**src/rtl/ex_issue_ctrl_pkg.sv**
```systemverilog
// -----------------------------------------------------------------------------
// ex_issue_ctrl_pkg
// Shared ALU package for the execute stage: operation codes, execute-stage
// state encoding, the registered-operation record and a small helper used to
// decide whether the writeback slot can take a new result.
// -----------------------------------------------------------------------------
package ex_issue_ctrl_pkg;

    localparam int XLEN_DEFAULT = 32;

    typedef enum logic [3:0] {
        ALU_ADD  = 4'd0,
        ALU_SUB  = 4'd1,
        ALU_AND  = 4'd2,
        ALU_OR   = 4'd3,
        ALU_XOR  = 4'd4,
        ALU_SLL  = 4'd5,
        ALU_SRL  = 4'd6,
        ALU_SLT  = 4'd7,
        ALU_EQ   = 4'd8,
        ALU_NE   = 4'd9,
        ALU_LT   = 4'd10,
        ALU_GE   = 4'd11,
        ALU_DIV  = 4'd12,
        ALU_DIVU = 4'd13,
        ALU_REM  = 4'd14,
        ALU_REMU = 4'd15
    } alu_opcode_e;

    // Execute-stage states, kept as plain 2-bit constants so older code that
    // compares against raw encodings keeps working.
    typedef logic [1:0] ex_state_e;
    localparam ex_state_e IDLE     = 2'd0;
    localparam ex_state_e EXEC     = 2'd1;
    localparam ex_state_e DIV_WAIT = 2'd2;

    // One decoded instruction as held in the execute stage.
    typedef struct packed {
        alu_opcode_e               opcode;
        logic [XLEN_DEFAULT-1:0]   operand_a;
        logic [XLEN_DEFAULT-1:0]   operand_b;
        logic [4:0]                rd;
        logic                      is_div;
        logic                      is_branch;
    } ex_op_t;

    // The writeback slot is usable when it is empty or being drained this cycle.
    function automatic logic slot_free_f(input logic wb_valid, input logic wb_ready);
        return (!wb_valid) || wb_ready;
    endfunction

endpackage

```
**src/rtl/ex_issue_ctrl_wb_reg.sv**
```systemverilog
// -----------------------------------------------------------------------------
// ex_wb_reg
// Writeback register between the execute stage and WB. Holds one result with
// a valid/ready handshake. A capture in the same cycle as a consume wins and
// leaves the register valid with the new data. There is deliberately no flush
// input: a result that reached this register is always delivered.
//
// Ports:
//   clk, rst        clock, synchronous active-high reset
//   capture         load capture_result/capture_rd and set valid
//   capture_result  result to load
//   capture_rd      destination register to load
//   consume         WB takes the current result (wb_ready)
//   valid           register holds a result
//   result, rd_addr held result and destination, stable while not consumed
// -----------------------------------------------------------------------------
module ex_wb_reg #(
    parameter int XLEN = 32
) (
    input  logic            clk,
    input  logic            rst,
    input  logic            capture,
    input  logic [XLEN-1:0] capture_result,
    input  logic [4:0]      capture_rd,
    input  logic            consume,
    output logic            valid,
    output logic [XLEN-1:0] result,
    output logic [4:0]      rd_addr
);

    // Valid flag and payload; data only changes on capture so it stays stable
    // while WB is stalled.
    always_ff @(posedge clk) begin
        if (rst) begin
            valid   <= 1'b0;
            result  <= '0;
            rd_addr <= 5'd0;
        end else if (capture) begin
            valid   <= 1'b1;
            result  <= capture_result;
            rd_addr <= capture_rd;
        end else if (consume) begin
            valid   <= 1'b0;
        end else begin
            valid   <= valid;
        end
    end

endmodule

```
**src/rtl/ex_issue_ctrl.sv**
```systemverilog
// -----------------------------------------------------------------------------
// ex_issue_ctrl
// Execute-stage issue controller between the decoder and the ALU/divider.
// Registers one instruction at a time, drives the ALU operator/operands, holds
// the divider enable until the divider reports ready, and captures results
// into a writeback register. Branches produce a one-cycle decision pulse and
// no writeback.
//
// Ports:
//   clk, rst                     clock, synchronous active-high reset
//   id_*                         decoded instruction and handshake from ID
//   flush_i                      kill the in-flight instruction
//   alu_operator_o/operand_*_o   registered operation to the ALU/divider
//   alu_enable_o                 divider enable (high for the whole divide)
//   alu_ex_ready_o               EX can accept a divider result
//   alu_result_i/cmp_i/ready_i   ALU/divider responses
//   wb_*                         writeback handshake and payload
//   branch_valid_o/taken_o       branch decision pulse
//   div_busy_cycles_o            saturating count of divide-wait cycles
// Operands are carried in the shared ex_op_t record, so XLEN must not exceed
// XLEN_DEFAULT.
// -----------------------------------------------------------------------------
module ex_issue_ctrl
    import ex_issue_ctrl_pkg::*;
#(
    parameter int CNT_W = 16,
    parameter int XLEN  = 32
) (
    input  logic              clk,
    input  logic              rst,
    input  logic              id_valid_i,
    output logic              id_ready_o,
    input  alu_opcode_e       id_operator_i,
    input  logic [XLEN-1:0]   id_operand_a_i,
    input  logic [XLEN-1:0]   id_operand_b_i,
    input  logic [4:0]        id_rd_addr_i,
    input  logic              id_is_div_i,
    input  logic              id_is_branch_i,
    input  logic              flush_i,
    output alu_opcode_e       alu_operator_o,
    output logic [XLEN-1:0]   alu_operand_a_o,
    output logic [XLEN-1:0]   alu_operand_b_o,
    output logic              alu_enable_o,
    output logic              alu_ex_ready_o,
    input  logic [XLEN-1:0]   alu_result_i,
    input  logic              alu_cmp_i,
    input  logic              alu_ready_i,
    output logic              wb_valid_o,
    input  logic              wb_ready_i,
    output logic [XLEN-1:0]   wb_result_o,
    output logic [4:0]        wb_rd_addr_o,
    output logic              branch_valid_o,
    output logic              branch_taken_o,
    output logic [CNT_W-1:0]  div_busy_cycles_o
);

    ex_state_e          state;
    ex_op_t             op;
    logic               slot_free;
    logic               accept;
    logic               exec_wb;
    logic               div_done;
    logic               capture;
    logic               branch_valid;
    logic               branch_taken;
    logic [CNT_W-1:0]   busy_cnt;

    assign slot_free = slot_free_f(wb_valid_o, wb_ready_i);
    assign id_ready_o = (state == IDLE) && slot_free && !flush_i;
    assign accept = id_valid_i && id_ready_o;

    // is_div is never set while in EXEC; the extra term keeps a corrupted
    // record from producing a spurious single-cycle writeback.
    assign exec_wb  = (state == EXEC) && !op.is_branch && !op.is_div;
    assign div_done = (state == DIV_WAIT) && alu_ready_i && slot_free;

    // A flush in the same cycle as completion discards the result.
    assign capture = !flush_i && (exec_wb || div_done);

    assign alu_enable_o   = (state == DIV_WAIT);
    assign alu_ex_ready_o = (state != DIV_WAIT) || slot_free;

    assign alu_operator_o    = op.opcode;
    assign alu_operand_a_o   = XLEN'(op.operand_a);
    assign alu_operand_b_o   = XLEN'(op.operand_b);
    assign branch_valid_o    = branch_valid;
    assign branch_taken_o    = branch_taken;
    assign div_busy_cycles_o = busy_cnt;

    // Execute-stage sequencing: one instruction in flight, flush returns to IDLE.
    always_ff @(posedge clk) begin
        if (rst) begin
            state <= IDLE;
        end else if (flush_i) begin
            state <= IDLE;
        end else begin
            case (state)
                IDLE: begin
                    if (accept) begin
                        state <= id_is_div_i ? DIV_WAIT : EXEC;
                    end else begin
                        state <= IDLE;
                    end
                end
                EXEC: begin
                    state <= IDLE;
                end
                DIV_WAIT: begin
                    if (div_done) begin
                        state <= IDLE;
                    end else begin
                        state <= DIV_WAIT;
                    end
                end
                default: begin
                    state <= IDLE;
                end
            endcase
        end
    end

    // Operation register; held unchanged for the whole EXEC/DIV_WAIT period.
    always_ff @(posedge clk) begin
        if (rst) begin
            op <= '0;
        end else if (accept) begin
            op.opcode    <= id_operator_i;
            op.operand_a <= XLEN_DEFAULT'(id_operand_a_i);
            op.operand_b <= XLEN_DEFAULT'(id_operand_b_i);
            op.rd        <= id_rd_addr_i;
            op.is_div    <= id_is_div_i;
            op.is_branch <= id_is_branch_i;
        end else begin
            op <= op;
        end
    end

    // Branch decision pulse, one cycle after the branch's EXEC cycle.
    always_ff @(posedge clk) begin
        if (rst || flush_i) begin
            branch_valid <= 1'b0;
            branch_taken <= 1'b0;
        end else begin
            branch_valid <= (state == EXEC) && op.is_branch;
            branch_taken <= (state == EXEC) && op.is_branch && alu_cmp_i;
        end
    end

    // Divider busy counter, saturating at all-ones.
    always_ff @(posedge clk) begin
        if (rst) begin
            busy_cnt <= '0;
        end else if ((state == DIV_WAIT) && (busy_cnt != {CNT_W{1'b1}})) begin
            busy_cnt <= busy_cnt + CNT_W'(1);
        end else begin
            busy_cnt <= busy_cnt;
        end
    end

    ex_wb_reg #(
        .XLEN(XLEN)
    ) u_wb_reg (
        .clk            (clk),
        .rst            (rst),
        .capture        (capture),
        .capture_result (alu_result_i),
        .capture_rd     (op.rd),
        .consume        (wb_ready_i),
        .valid          (wb_valid_o),
        .result         (wb_result_o),
        .rd_addr        (wb_rd_addr_o)
    );

endmodule
```
**config.mk**
```make
export PLATFORM = sky130hd
export DESIGN_NAME = ex_issue_ctrl
export DESIGN_NICKNAME = d
export VERILOG_FILES = /design/src/rtl/ex_issue_ctrl_pkg.sv /design/src/rtl/ex_issue_ctrl_wb_reg.sv /design/src/rtl/ex_issue_ctrl.sv
export SDC_FILE = /design/constraint.sdc
export NUM_CORES = 1
export LEC_CHECK = 0
export BUFFER_PORTS_ARGS = -buffer_cell sky130_fd_sc_hd__buf_2
export CAP_MARGIN = 20
export CORE_ASPECT_RATIO = 1.5
export CORE_MARGIN = 2
export CORE_UTILIZATION = 50
export CTS_BUF_LIST = sky130_fd_sc_hd__clkbuf_4 sky130_fd_sc_hd__clkbuf_8
export DETAILED_ROUTE_END_ITERATION = 8
export MAX_ROUTING_LAYER = met4
export PLACE_DENSITY = 0.8
export SLEW_MARGIN = 20
export SYNTH_ARGS = -nofsm -noshare
export SYNTH_HDL_FRONTEND = slang
export SYNTH_SLANG_ARGS = --single-unit
```
**constraint.sdc**
```tcl
create_clock -name clk -period 4.33 [get_ports clk]
set_clock_uncertainty 0.05 [all_clocks]
set_input_delay 0.866 -clock clk [delete_from_list [all_inputs] [get_ports clk]]
set_output_delay 0.866 -clock clk [all_outputs]
set_load 0.02 [all_outputs]
```
* After elaboration in Yosys (flattened, before gate mapping)
Index checks and enable logic that the tools add are counted.
Word-level totals: register bits 133, output and inout port bits 127, logic and storage cells 46, bits of input ports 114
Operators by class: add/sub/neg operators 1, eq/ne operators 4, mux-type cells 6, reductions and logical operators 22
Operators by type and width (count):
- $add A16 B1 Y16 const B | 1
- $ne A16 B16 Y1 const B | 1
- $logic_and A1 B1 Y1 | 11
- $mux W2 | 3
- $logic_not A1 Y1 | 4
- $logic_or A1 B1 Y1 | 4
- $pmux W2 S2 | 1
- $eq A2 B1 Y1 const B | 1
- $eq A2 B2 Y1 const B | 1
- $logic_not A2 Y1 | 1
- $mux W1 | 2
- $ne A2 B2 Y1 const B | 1
- $reduce_bool A2 Y1 | 1
- $reduce_or A2 Y1 | 1

* Logic depth before layout (Yosys ltp)
depth after elaboration 7, depth in mapped cells 7, depth with buffers taken out 5

* By module
Synthesis repeated with hierarchy kept, for this count alone.
Second synthesis, totals: cell total of the unflattened synthesis 631, area, all modules 5435.2 sq um
Modules (own cells, without submodules):
- ex_issue_ctrl | area each 4073.9 sq um, seq. area each 1901.8 sq um, cells each 508, instances 1
- ex_wb_reg | area each 1361.3 sq um, seq. area each 760.7 sq um, cells each 123, instances 1

* Worst setup path before layout
No wires, ideal clock.
path kind input port to output port, start input flush_i, end output id_ready_o, buffers on the path 0, cell stages on the path 2, data required time 3.414 ns, arrival 1.357 ns, slack 2.057 ns, cells stage by stage nor3_1 -> and2_1
Between the ends: longest elaborated chain between the ends 2
Ends and longest elaborated chain:
- start, declared | RTL line ex_issue_ctrl.sv:39 | input logic flush_i,
- $logic_not A1 Y1 | RTL line ex_issue_ctrl.sv:69 | assign id_ready_o = (state == IDLE) && slot_free && !flush_i;
- $logic_and A1 B1 Y1 | RTL line ex_issue_ctrl.sv:69
- end, declared | RTL line ex_issue_ctrl.sv:32 | output logic id_ready_o,
Every way passes these cells.

* Final worst setup path
Ends and elaborated chain as after synthesis.

==> results.md <==
- Synth Warn #: 0
- CP arrival: 2.23 ns
- Crit path cell chain: buf_2 > nor3_1 > and2_1 > buf_2
- # IOs: 241
- Area Growth Syn to Fin: 20.64%
- Initial Util: 0.5154
- Rows: 47
- Clock Tree Buf Depth: 2
- CP Data Required Time: 3.41 ns
- I/O Buffers: 240
- Post-CTS sizing: 0
- NetSw: 674.7 uW
- RSZ-0062 raised after global routing: false
- Per-cell routed wire length: 13.76 um
- Avg Cell Area, Syn: 8.294 sq um
- CTS Root Cell: clkbuf_8
- Post-DP HPWL: 9411 um
- Clk Latency, worst-skew pair: 0.43 ns
- Final #Nets: 951
- Die Span X: 91.16 um
- Most common cell after layout, fill and taps aside: buf_2
- Syn_nets: 802
- Pin count of the biggest net entering global routing: 89
- CTS Buf Count: 17
- Kind of cell adding the most delay to the critical path: buffers and inverters
- Max-Cap Viols: 0
- Measured slew at the worst slew-check pin: 1.016 ns
- Startpoint class of the critical path: primary input
- Yosys top cell area share: 0.4673
- CTS clock-pin slew for the worst setup and hold paths: 0.08 ns
- Initial antenna violation count: 2
- Mapped Cells: 687
- Internal: 1.996 mW
- Buf+Inv Stages, Crit Path: 2
- Synth Cell Area: 5698 sq um
- ANT nets after route: 0
- Fmax: 318.0 MHz
- # DRC: 0
- Post-synth EDFFs: 0
- Core area: 11060 sq um
- GRT overflow: 0
- Setup CP Type: primary input to primary output
- Die area: 12280 sq um
- Share of cells above drive strength 1: 0.3651
- FFs w/ async S/R, synth: 0
- Power Dens Cells: 388.5 nW/um^2
- Crit path max fanout: 79
- Sw Share: 0.2527
- Slowest CP cell: buf_2
- Final min period: 3.145 ns
- First-pass GRT wire length: 22090 um
- Post-synth top area cell: dfxtp_1
- Vias in the first global route: 4615
- H-Tree Depth: 4
- Combinational share of power: 0.093
- Status: completed
- Clk pwr share: 0.429
- LEAKAGE: 3.046 nW
- Most frequent cells in the layout: buf_2 (239), nand2_1 (156), dfxtp_1 (133)
- Slew Viols, Final: 0
- CP max stage delay: 0.76 ns
- Sequential share of power: 0.478
- CTS Hold Bufs: 0
- 1st-iter DRT viols: 243
- Die Ht: 134.7 um
- Clk sink count: 133
- Seq/Total Area, Yosys: 0.4673
- Most Frequent Cell on Critical Path: buf_2
- TritonCTS clock tree: built
- Setup WS pre-CTS: 1.208 ns
- Buffer count from post-CTS setup fixing: 0
- Crit. End Element: primary output
- Hold Fails Final Rpt: 0
- Seq cells post-synth: 133
- WL final: 13730 um
- Peak VDD IR: 261.4 uV
- Multi-input gate area: 2315 sq um
- Final TNS setup: 0 ns
- Main synth FF type: dfxtp_1
- Global router's overall resource usage: 0.2271
- Final Cycle Share: 0.7264
- Vias: 5041
- Yosys cell types: 43
- Final worst-path setup slack: 1.185 ns
- Hold Crit Class: flip-flop to flip-flop
- Fill cells: 988
- Top cells by area, synth: dfxtp_1 (47%), a21oi_1 (11%), nand2_1 (10%)
- Vias per cell: 5.051
- Reg area: 2663 sq um
- Routability cong.: 0.7750
- DR pass1 iterations: 5
- Slew Limit Headroom: 0.3229
- Final setup vio count: 0
[power groups by stage]
| stage | sequential, mW | combinational [mW] | clock [mW] |
|---|---|---|---|
| floorplan | 1.31 | 0.182 | 0 |
| finish | 1.28 | 0.249 | 1.15 |
| detailed placement | 1.30 | 0.250 | 0 |
| global route | 1.28 | 0.275 | 1.22 |
| global placement | 1.30 | 0.248 | 0 |
| CTS | 1.28 | 0.251 | 1.17 |
[worst min-delay path, stage by stage, from the launching register on]
cell,delay [ns]
dfxtp_1,0.31
nand2_1,0.05
a21oi_1,0.05
[cells in the mapped netlist (2+ instances only)]
| cell type | number |
|---|---|
| nand2_1 | 156 |
| dfxtp_1 | 133 |
| a21oi_1 | 120 |
| buf_4 | 68 |
| o21ai_0 | 38 |
| clkbuf_1 | 35 |
| or3b_1 | 20 |
| or3b_2 | 17 |
| nor2_1 | 15 |
| buf_2 | 8 |
| mux2_2 | 7 |
| nand3_1 | 7 |
| nor2b_1 | 7 |
| nor3_1 | 6 |
| and2_1 | 4 |
| buf_6 | 4 |
| a211oi_1 | 3 |
| nand2b_1 | 3 |
| nand4_1 | 3 |
| nor4_1 | 3 |
| or4_1 | 3 |
| a31oi_1 | 2 |
| and3_1 | 2 |
| inv_1 | 2 |
| o31ai_1 | 2 |
| o41ai_1 | 2 |
[final cells by class]
type | instances | area share
clock inverter | 14 | 0.02876
multi-input combinational | 436 | 0.3367
tap | 147 | 0.02676
sequential | 133 | 0.3873
inverter | 2 | 0.001092
timing repair buffer | 246 | 0.1835
antenna | 2 | 0.0007281
clock buffer | 18 | 0.03513
[kinds of logic (layout without fill, tap and decap cells)]
family	count (synthesis)	count (layout)	synth area share
AOI/OAI and AO/OA	173	173	0.1614
adders and majority gates	1	1	0.002196
buffers and inverters	118	280	0.1296
DFF	133	133	0.4673
muxes	8	8	0.01559
other	0	2	0
and+or+nand+nor	254	254	0.2240
[path summary, 6_finish.rpt]
path | from | cells past startpoint | slack [ns] | to
max | flush_i | 4 | 1.18 | id_ready_o
min | op[6] | 2 | 0.40 | op[6]
max reg2reg | state[1] | 5 | 1.86 | u_wb_reg.rd_addr[3]
min reg2reg | op[6] | 2 | 0.40 | op[6]
[state kept, by name (all words and copies together) (netlist names)]
name,cells
alu_operand_b_o,32
state,2
alu_operator_o,4
branch_taken_o,1
div_busy_cycles_o,16
u_wb_reg.rd_addr,5
u_wb_reg.result,32
u_wb_reg.valid,1
op,7
alu_operand_a_o,32
branch_valid_o,1
[layer usage]
| layer | track usage | wire length, um | up-vias |
|---|---|---|---|
| li1 | - | - | 2555 |
| met1 | 0.2665 | 5435 | 2252 |
| met2 | 0.3737 | 6993 | 208 |
| met3 | 0.06641 | 1015 | 26 |
| met4 | 0.07660 | 285 | 0 |
| met5 | - | 0 | - |
[per-stage QoR]
stage,instance area [sq um],util,power [mW],std cells,hold slack (ns)
floorplan,5698,-,1.488,687,0.3810
global placement,6430,0.5816,1.552,964,0.3887
detailed placement,6430,0.5816,1.555,964,0.3927
CTS,6869,0.6213,2.701,996,0.4035
global route,6874,0.6218,2.778,998,0.4175
finish,6874,0.6218,2.671,998,0.4017
No activity file was read; power rests on OpenSTA's default activity.
